## src/rtl/debug_pkg.sv

```systemverilog
// Shared definitions for the debug memory master: opcodes, FSM state encoding and sizes.
package debug_pkg;

  localparam int unsigned BYTE_W     = 8;
  localparam int unsigned WORD_W     = 32;
  localparam int unsigned WORD_BYTES = 4;

  localparam logic [BYTE_W-1:0] DBG_WR_IRAM = 8'h01;
  localparam logic [BYTE_W-1:0] DBG_RD_IRAM = 8'h02;
  localparam logic [BYTE_W-1:0] DBG_WR_DRAM = 8'h03;
  localparam logic [BYTE_W-1:0] DBG_RD_DRAM = 8'h04;
  localparam logic [BYTE_W-1:0] DBG_HOLD    = 8'h10;
  localparam logic [BYTE_W-1:0] DBG_RELEASE = 8'h11;

  typedef enum logic [2:0] {
    ST_IDLE    = 3'd0,
    ST_ADDR    = 3'd1,
    ST_DATA    = 3'd2,
    ST_WRITE   = 3'd3,
    ST_RD_WAIT = 3'd4,
    ST_RESP    = 3'd5
  } dbg_state_e;

  // Memory opcodes carry an address phase; hold/release do not.
  function automatic logic is_mem_op(input logic [BYTE_W-1:0] op);
    return (op == DBG_WR_IRAM) || (op == DBG_RD_IRAM) ||
           (op == DBG_WR_DRAM) || (op == DBG_RD_DRAM);
  endfunction

endpackage

```

## src/rtl/dbg_tx_serializer.sv

```systemverilog
// Sends a loaded 32-bit word as 4 bytes LSB-first over a valid/ready stream.
module dbg_tx_serializer
  import debug_pkg::*;
(
  input  logic              clk_i,
  input  logic              rst_i,
  input  logic              load_i,
  input  logic [WORD_W-1:0] word_i,
  input  logic              tx_ready_i,
  output logic [BYTE_W-1:0] tx_data_o,
  output logic              tx_valid_o,
  output logic              done_c_o
);

  logic [WORD_W-1:0] sh_q, sh_d;
  logic              valid_q, valid_d;
  logic [1:0]        cnt_q, cnt_d;
  logic              fire;

  always_comb begin
    sh_d     = sh_q;
    valid_d  = valid_q;
    cnt_d    = cnt_q;
    fire     = valid_q && tx_ready_i;
    done_c_o = fire && (cnt_q == 2'(WORD_BYTES - 1));
    if (load_i) begin
      sh_d    = word_i;
      valid_d = 1'b1;
      cnt_d   = 2'd0;
    end else if (fire) begin
      sh_d  = {8'h00, sh_q[WORD_W-1:BYTE_W]};
      cnt_d = cnt_q + 2'd1;
      if (cnt_q == 2'(WORD_BYTES - 1)) begin
        valid_d = 1'b0;
      end
    end
  end

  always_ff @(posedge clk_i) begin
    if (rst_i) begin
      sh_q    <= '0;
      valid_q <= 1'b0;
      cnt_q   <= 2'd0;
    end else begin
      sh_q    <= sh_d;
      valid_q <= valid_d;
      cnt_q   <= cnt_d;
    end
  end

  assign tx_data_o  = sh_q[BYTE_W-1:0];
  assign tx_valid_o = valid_q;

endmodule

```

## src/rtl/debug_mem_master.sv

```systemverilog
// Host byte-stream to debug RAM port bridge: decodes command frames, drives A2/WD2/WE2
// of the instruction and data RAMs and streams read words back as bytes.
module debug_mem_master
  import debug_pkg::*;
#(
  parameter int unsigned RD_LATENCY = 1
) (
  input  logic              CPU_CLK,
  input  logic              CPU_RST,
  input  logic [BYTE_W-1:0] RxData,
  input  logic              RxValid,
  output logic              RxReady,
  output logic [BYTE_W-1:0] TxData,
  output logic              TxValid,
  input  logic              TxReady,
  output logic [WORD_W-1:0] InstRAM_A2,
  output logic [WORD_W-1:0] DataRAM_A2,
  output logic [WORD_W-1:0] InstRAM_WD2,
  output logic [WORD_W-1:0] DataRAM_WD2,
  output logic [3:0]        InstRAM_WE2,
  output logic [3:0]        DataRAM_WE2,
  input  logic [WORD_W-1:0] InstRAM_RD2,
  input  logic [WORD_W-1:0] DataRAM_RD2,
  output logic              CoreHold,
  output logic              Busy,
  output logic              CmdErr
);

  dbg_state_e        state_q, state_d;
  logic [1:0]        cnt_q, cnt_d;
  logic [WORD_W-1:0] sh_q, sh_d;
  logic [WORD_W-1:0] addr_q, addr_d;
  logic [WORD_W-1:0] wd_q, wd_d;
  logic              is_wr_q, is_wr_d;
  logic              sel_dram_q, sel_dram_d;
  logic              hold_q, hold_d;
  logic              err_q, err_d;
  logic              rx_ready_q, rx_ready_d;
  logic              busy_q, busy_d;
  logic [3:0]        iwe_q, iwe_d;
  logic [3:0]        dwe_q, dwe_d;
  logic              rx_fire;
  logic              ser_load_c;
  logic              ser_done_c;
  logic [WORD_W-1:0] rd_word;
  logic [WORD_W-1:0] rx_shift;

  assign rx_fire  = RxValid && rx_ready_q;
  assign rx_shift = {RxData, sh_q[WORD_W-1:BYTE_W]};
  assign rd_word  = sel_dram_q ? DataRAM_RD2 : InstRAM_RD2;

  // Next-state and registered-output decode.
  always_comb begin
    state_d    = state_q;
    cnt_d      = cnt_q;
    sh_d       = sh_q;
    addr_d     = addr_q;
    wd_d       = wd_q;
    is_wr_d    = is_wr_q;
    sel_dram_d = sel_dram_q;
    hold_d     = hold_q;
    err_d      = 1'b0;
    ser_load_c = 1'b0;

    unique case (state_q)
      ST_IDLE: begin
        if (rx_fire) begin
          if (is_mem_op(RxData)) begin
            state_d    = ST_ADDR;
            cnt_d      = 2'd0;
            is_wr_d    = (RxData == DBG_WR_IRAM) || (RxData == DBG_WR_DRAM);
            sel_dram_d = (RxData == DBG_WR_DRAM) || (RxData == DBG_RD_DRAM);
          end else if (RxData == DBG_HOLD) begin
            hold_d = 1'b1;
          end else if (RxData == DBG_RELEASE) begin
            hold_d = 1'b0;
          end else begin
            err_d = 1'b1;
          end
        end
      end
      ST_ADDR: begin
        if (rx_fire) begin
          sh_d  = rx_shift;
          cnt_d = cnt_q + 2'd1;
          if (cnt_q == 2'(WORD_BYTES - 1)) begin
            addr_d  = {rx_shift[WORD_W-1:2], 2'b00};
            cnt_d   = 2'd0;
            state_d = is_wr_q ? ST_DATA : ST_RD_WAIT;
          end
        end
      end
      ST_DATA: begin
        if (rx_fire) begin
          sh_d  = rx_shift;
          cnt_d = cnt_q + 2'd1;
          if (cnt_q == 2'(WORD_BYTES - 1)) begin
            wd_d    = rx_shift;
            cnt_d   = 2'd0;
            state_d = ST_WRITE;
          end
        end
      end
      ST_WRITE: begin
        state_d = ST_IDLE;
      end
      ST_RD_WAIT: begin
        // A2 is stable here; capture the selected RD2 on the final wait cycle.
        cnt_d = cnt_q + 2'd1;
        if (cnt_q == 2'(RD_LATENCY - 1)) begin
          ser_load_c = 1'b1;
          cnt_d      = 2'd0;
          state_d    = ST_RESP;
        end
      end
      ST_RESP: begin
        if (ser_done_c) begin
          state_d = ST_IDLE;
        end
      end
      default: begin
        state_d = ST_IDLE;
      end
    endcase

    rx_ready_d = (state_d == ST_IDLE) || (state_d == ST_ADDR) || (state_d == ST_DATA);
    busy_d     = (state_d != ST_IDLE);
    iwe_d      = ((state_d == ST_WRITE) && !sel_dram_d) ? 4'hF : 4'h0;
    dwe_d      = ((state_d == ST_WRITE) &&  sel_dram_d) ? 4'hF : 4'h0;
  end

  always_ff @(posedge CPU_CLK) begin
    if (CPU_RST) begin
      state_q    <= ST_IDLE;
      cnt_q      <= 2'd0;
      sh_q       <= '0;
      addr_q     <= '0;
      wd_q       <= '0;
      is_wr_q    <= 1'b0;
      sel_dram_q <= 1'b0;
      hold_q     <= 1'b0;
      err_q      <= 1'b0;
      rx_ready_q <= 1'b0;
      busy_q     <= 1'b0;
      iwe_q      <= 4'h0;
      dwe_q      <= 4'h0;
    end else begin
      state_q    <= state_d;
      cnt_q      <= cnt_d;
      sh_q       <= sh_d;
      addr_q     <= addr_d;
      wd_q       <= wd_d;
      is_wr_q    <= is_wr_d;
      sel_dram_q <= sel_dram_d;
      hold_q     <= hold_d;
      err_q      <= err_d;
      rx_ready_q <= rx_ready_d;
      busy_q     <= busy_d;
      iwe_q      <= iwe_d;
      dwe_q      <= dwe_d;
    end
  end

  dbg_tx_serializer u_ser (
    .clk_i      (CPU_CLK),
    .rst_i      (CPU_RST),
    .load_i     (ser_load_c),
    .word_i     (rd_word),
    .tx_ready_i (TxReady),
    .tx_data_o  (TxData),
    .tx_valid_o (TxValid),
    .done_c_o   (ser_done_c)
  );

  assign RxReady     = rx_ready_q;
  assign InstRAM_A2  = addr_q;
  assign DataRAM_A2  = addr_q;
  assign InstRAM_WD2 = wd_q;
  assign DataRAM_WD2 = wd_q;
  assign InstRAM_WE2 = iwe_q;
  assign DataRAM_WE2 = dwe_q;
  assign CoreHold    = hold_q;
  assign Busy        = busy_q;
  assign CmdErr      = err_q;

endmodule
```

## config.mk

```make
export PLATFORM = sky130hd
export DESIGN_NAME = debug_mem_master
export DESIGN_NICKNAME = d
export VERILOG_FILES = /design/src/rtl/debug_pkg.sv /design/src/rtl/dbg_tx_serializer.sv /design/src/rtl/debug_mem_master.sv
export SDC_FILE = /design/constraint.sdc
export NUM_CORES = 1
export LEC_CHECK = 0
export ABC_AREA = 1
export ABC_CLOCK_PERIOD_IN_PS = 2800
export CAP_MARGIN = 10
export CORE_MARGIN = 5
export CORE_UTILIZATION = 40
export DETAILED_ROUTE_END_ITERATION = 6
export PLACE_DENSITY = 0.73
export SYNTH_ARGS = -nofsm -noshare
export SYNTH_HDL_FRONTEND = slang
export SYNTH_SLANG_ARGS = --single-unit
```

## constraint.sdc

```tcl
create_clock -name CPU_CLK -period 2.8 [get_ports CPU_CLK]
set_clock_uncertainty 0.1 [all_clocks]
set_input_delay 0.28 -clock CPU_CLK [delete_from_list [all_inputs] [get_ports CPU_CLK]]
set_output_delay 0.28 -clock CPU_CLK [all_outputs]
set_load 0.005 [all_outputs]
```

==> reports/metrics.cfg <==
[yosys]
netlist_area_um2=6260
synth.most_common_cell=nor2_1
synth.yosys.warnings=0
ys_dominant_reg_cell=dfxtp_1
synth_top_cell_area_share_pct=42.8
synth.area.top_cells=dfxtp_1, buf_4, nor2_1
async_reset_ff_share_pct=0
syn_avg_cell_area_um2=7.54
ys_top_cells_by_count=nor2_1, dfxtp_1, nand2_1
synth_top_area_cell=dfxtp_1
synth_cell_type_count=33
ys_seq_area_share_pct=42.8
synth_seq_cells=134
postSynthCellCount=831
synth_edf_count=0

[run_status]
outcome=finished, final reports clean

[final_layout]
fin_nets=1031
fillers=1408
insertedDiodeCount=0
final_layout_size_suffix_gt1_share_pct=7.37
syn_to_final_growth_pct=35.0
final_cells=1174

[detailed_routing]
drt_first_pass_iters=5
wl_met2_um=7230
dr.first_iter.drc_count=449
vias_per_cell=4.68
vias=5492
maxUsedRoutingLayer=met4
routed-wl-met3_um=1200
wl_per_cell_um=13.5
met1Wirelength_um=7190
ant_nets=0
wl_um=15900
post-route-drc-count=0

[sta]
finalHoldViolCount=0
rsz0062_at_grt=false
slew_headroom_pct=37.4
fmax_mhz=504
finalMaxSlewViolations=0
fin_crit_ns=1.98
worst_slack_ns=0.815
post-route-period-util_pct=70.9
worst_pin_slew_ns=0.939
tns_ns=0
setup_viol=0

[clocking]
ctsLongestPathBuffers=2
htreeDepth=4
clock-sinks=134
clk_latency_ns=0.41
cts_hold_buffers=0
cts-root-buf=clkbuf_16
cts_buffers=17
ctsResizeCount=0
post_cts_buffers=0
cts_tree=built
clkTransAtPathRegs_ns=0.06

[floorplan]
die_width_um=135
start_util_pct=41.0
fp.dieArea_um2=18300
io_pins=225
dieHeight_um=135
coreArea_um2=15300
rows=45

[grt]
grt_pass1_wl_um=25400
grt_pass1_vias=5157
grt_overflow=0
grtUsageTotal_pct=17.3
antenna_found_initial=0
grt_max_degree=117

[worst_setup_path]
crit_type=flip-flop to flip-flop
critPathBufInv=3
cp_top_family=simple AND/OR/NAND/NOR gates
worstPathArrival_ns=2.24
crit_fanout=39
slowest_delay_ns=0.44
crit_slowest_cell=inv_2
setup.worst_path.end_class=flip-flop
crit_chain=nor2_2 -> nand2_1 -> inv_2 -> nand2_4 -> inv_2 -> o211ai_1 -> nand3_1 -> nand2_1 -> inv_1
crit_required_ns=3.06
startpoint_type=flip-flop

[placement]
dpl.cell_count=1143
hpwl_um=11100
gp_congestion=0.787
port_buffers=220
dp_slack_ns=0.615

[job]
maxCapViolCount=0

[power]
vdd_drop_max_mv=0.452
power_density_nw_per_um2=499
p_leak_nw=3.31

[min_path]
hold_class=flip-flop to flip-flop

==> metal layers <==
metal,up-vias,global-route usage [%]
li1,2822,-
met1,2466,22.5
met2,184,27.3
met3,20,5.14
met4,0,5.94
met5,-,0
==> through the flow <==
stage / area (µm²) / total power [mW] / hold WS (ns) / util [%]
after CTS: 8460 / 4.25 / 0.363 / 55.4
after detailed placement: 7900 / 2.16 / 0.356 / 51.7
after global routing: 8460 / 4.35 / 0.369 / 55.4
final: 8460 / 4.22 / 0.363 / 55.4
after global placement: 7900 / 2.16 / 0.348 / 51.7
after floorplan: 6270 / 2.04 / 0.336 / -
==> cell usage in the layout (no fill, tap or decap), drive strengths merged <==
| cell type | n |
|---|---|
| nor3 | 7 |
| a211oi | 1 |
| dfxtp | 134 |
| clkbuf | 23 |
| bufinv | 1 |
| o21ai | 114 |
| mux2 | 8 |
| xor2 | 1 |
| clkdlybuf4s50 | 220 |
| a31oi | 11 |
| clkinv | 5 |
| inv | 69 |
| buf | 5 |
| nor2 | 146 |
| conb | 4 |
| ha | 4 |
| o21a | 1 |
| nand4 | 2 |
| clkinvlp | 2 |
| o211ai | 13 |
| nand3 | 35 |
| nand2 | 122 |
| a21oi | 35 |
==> sequential cells by signal (all words and copies together), names as in the netlist <==
| signal | flops |
|---|---|
| DataRAM_WD2 | 32 |
| u_ser.sh_q | 32 |
| DataRAM_A2 | 30 |
| sh_q | 24 |
| state_q | 3 |
| cnt_q | 2 |
| u_ser.cnt_q | 2 |
| Busy | 1 |
| CmdErr | 1 |
| CoreHold | 1 |
| DataRAM_WE2 | 1 |
| InstRAM_WE2 | 1 |
| RxReady | 1 |
| is_wr_q | 1 |
| sel_dram_q | 1 |
| u_ser.tx_valid_o | 1 |
==> path summary, 6_finish.rpt <==
check,slack [ns],start,cells after the start,endpoint
max,0.82,state_q[1]$_SDFF_PP0_,9,u_ser.sh_q[8]$_SDFFE_PP0P_
min,0.36,is_wr_q$_SDFFE_PP0P_,2,is_wr_q$_SDFFE_PP0P_
max reg2reg,0.82,state_q[1]$_SDFF_PP0_,9,u_ser.sh_q[8]$_SDFFE_PP0P_
min reg2reg,0.36,is_wr_q$_SDFFE_PP0P_,2,is_wr_q$_SDFFE_PP0P_
==> worst min-delay path: stages (launching register included) <==
cell,delay (ns)
dfxtp_1,0.30
inv_1,0.06
a21oi_1,0.05
==> logic make-up (layout without fill, tap and decap cells) <==
family / after synthesis / count (layout) / share of synthesized area, %
XOR/XNOR: 1 / 1 / 0.140
other: 1 / 4 / 0.0599
AO/OA/AOI/OAI: 175 / 175 / 14.8
multiplexers: 8 / 8 / 1.44
flip-flops: 134 / 134 / 42.8
AND/OR/NAND/NOR: 312 / 312 / 21.4
adder cells (fa/ha/maj): 4 / 4 / 0.799
buffers and inverters: 196 / 325 / 18.5
==> final cells by class <==
class,instances,area (µm²),share of cell area (%)
clock buffer,23,488,5.77
clock inverter,8,73.8,0.873
inverter,69,262,3.09
multi-input combinational,504,2430,28.8
sequential,134,2680,31.7
tap,211,264,3.12
timing repair buffer,225,2250,26.6
==> where the power goes <==
part	leakage [nW]	total, mW	switching [mW]	internal (mW)
registers	1.08	1.91	0.00161	1.91
clock network	0.275	2.09	0.791	1.30
logic	1.96	0.211	0.0868	0.124
Note: power is estimated with default switching activity, not from simulation.
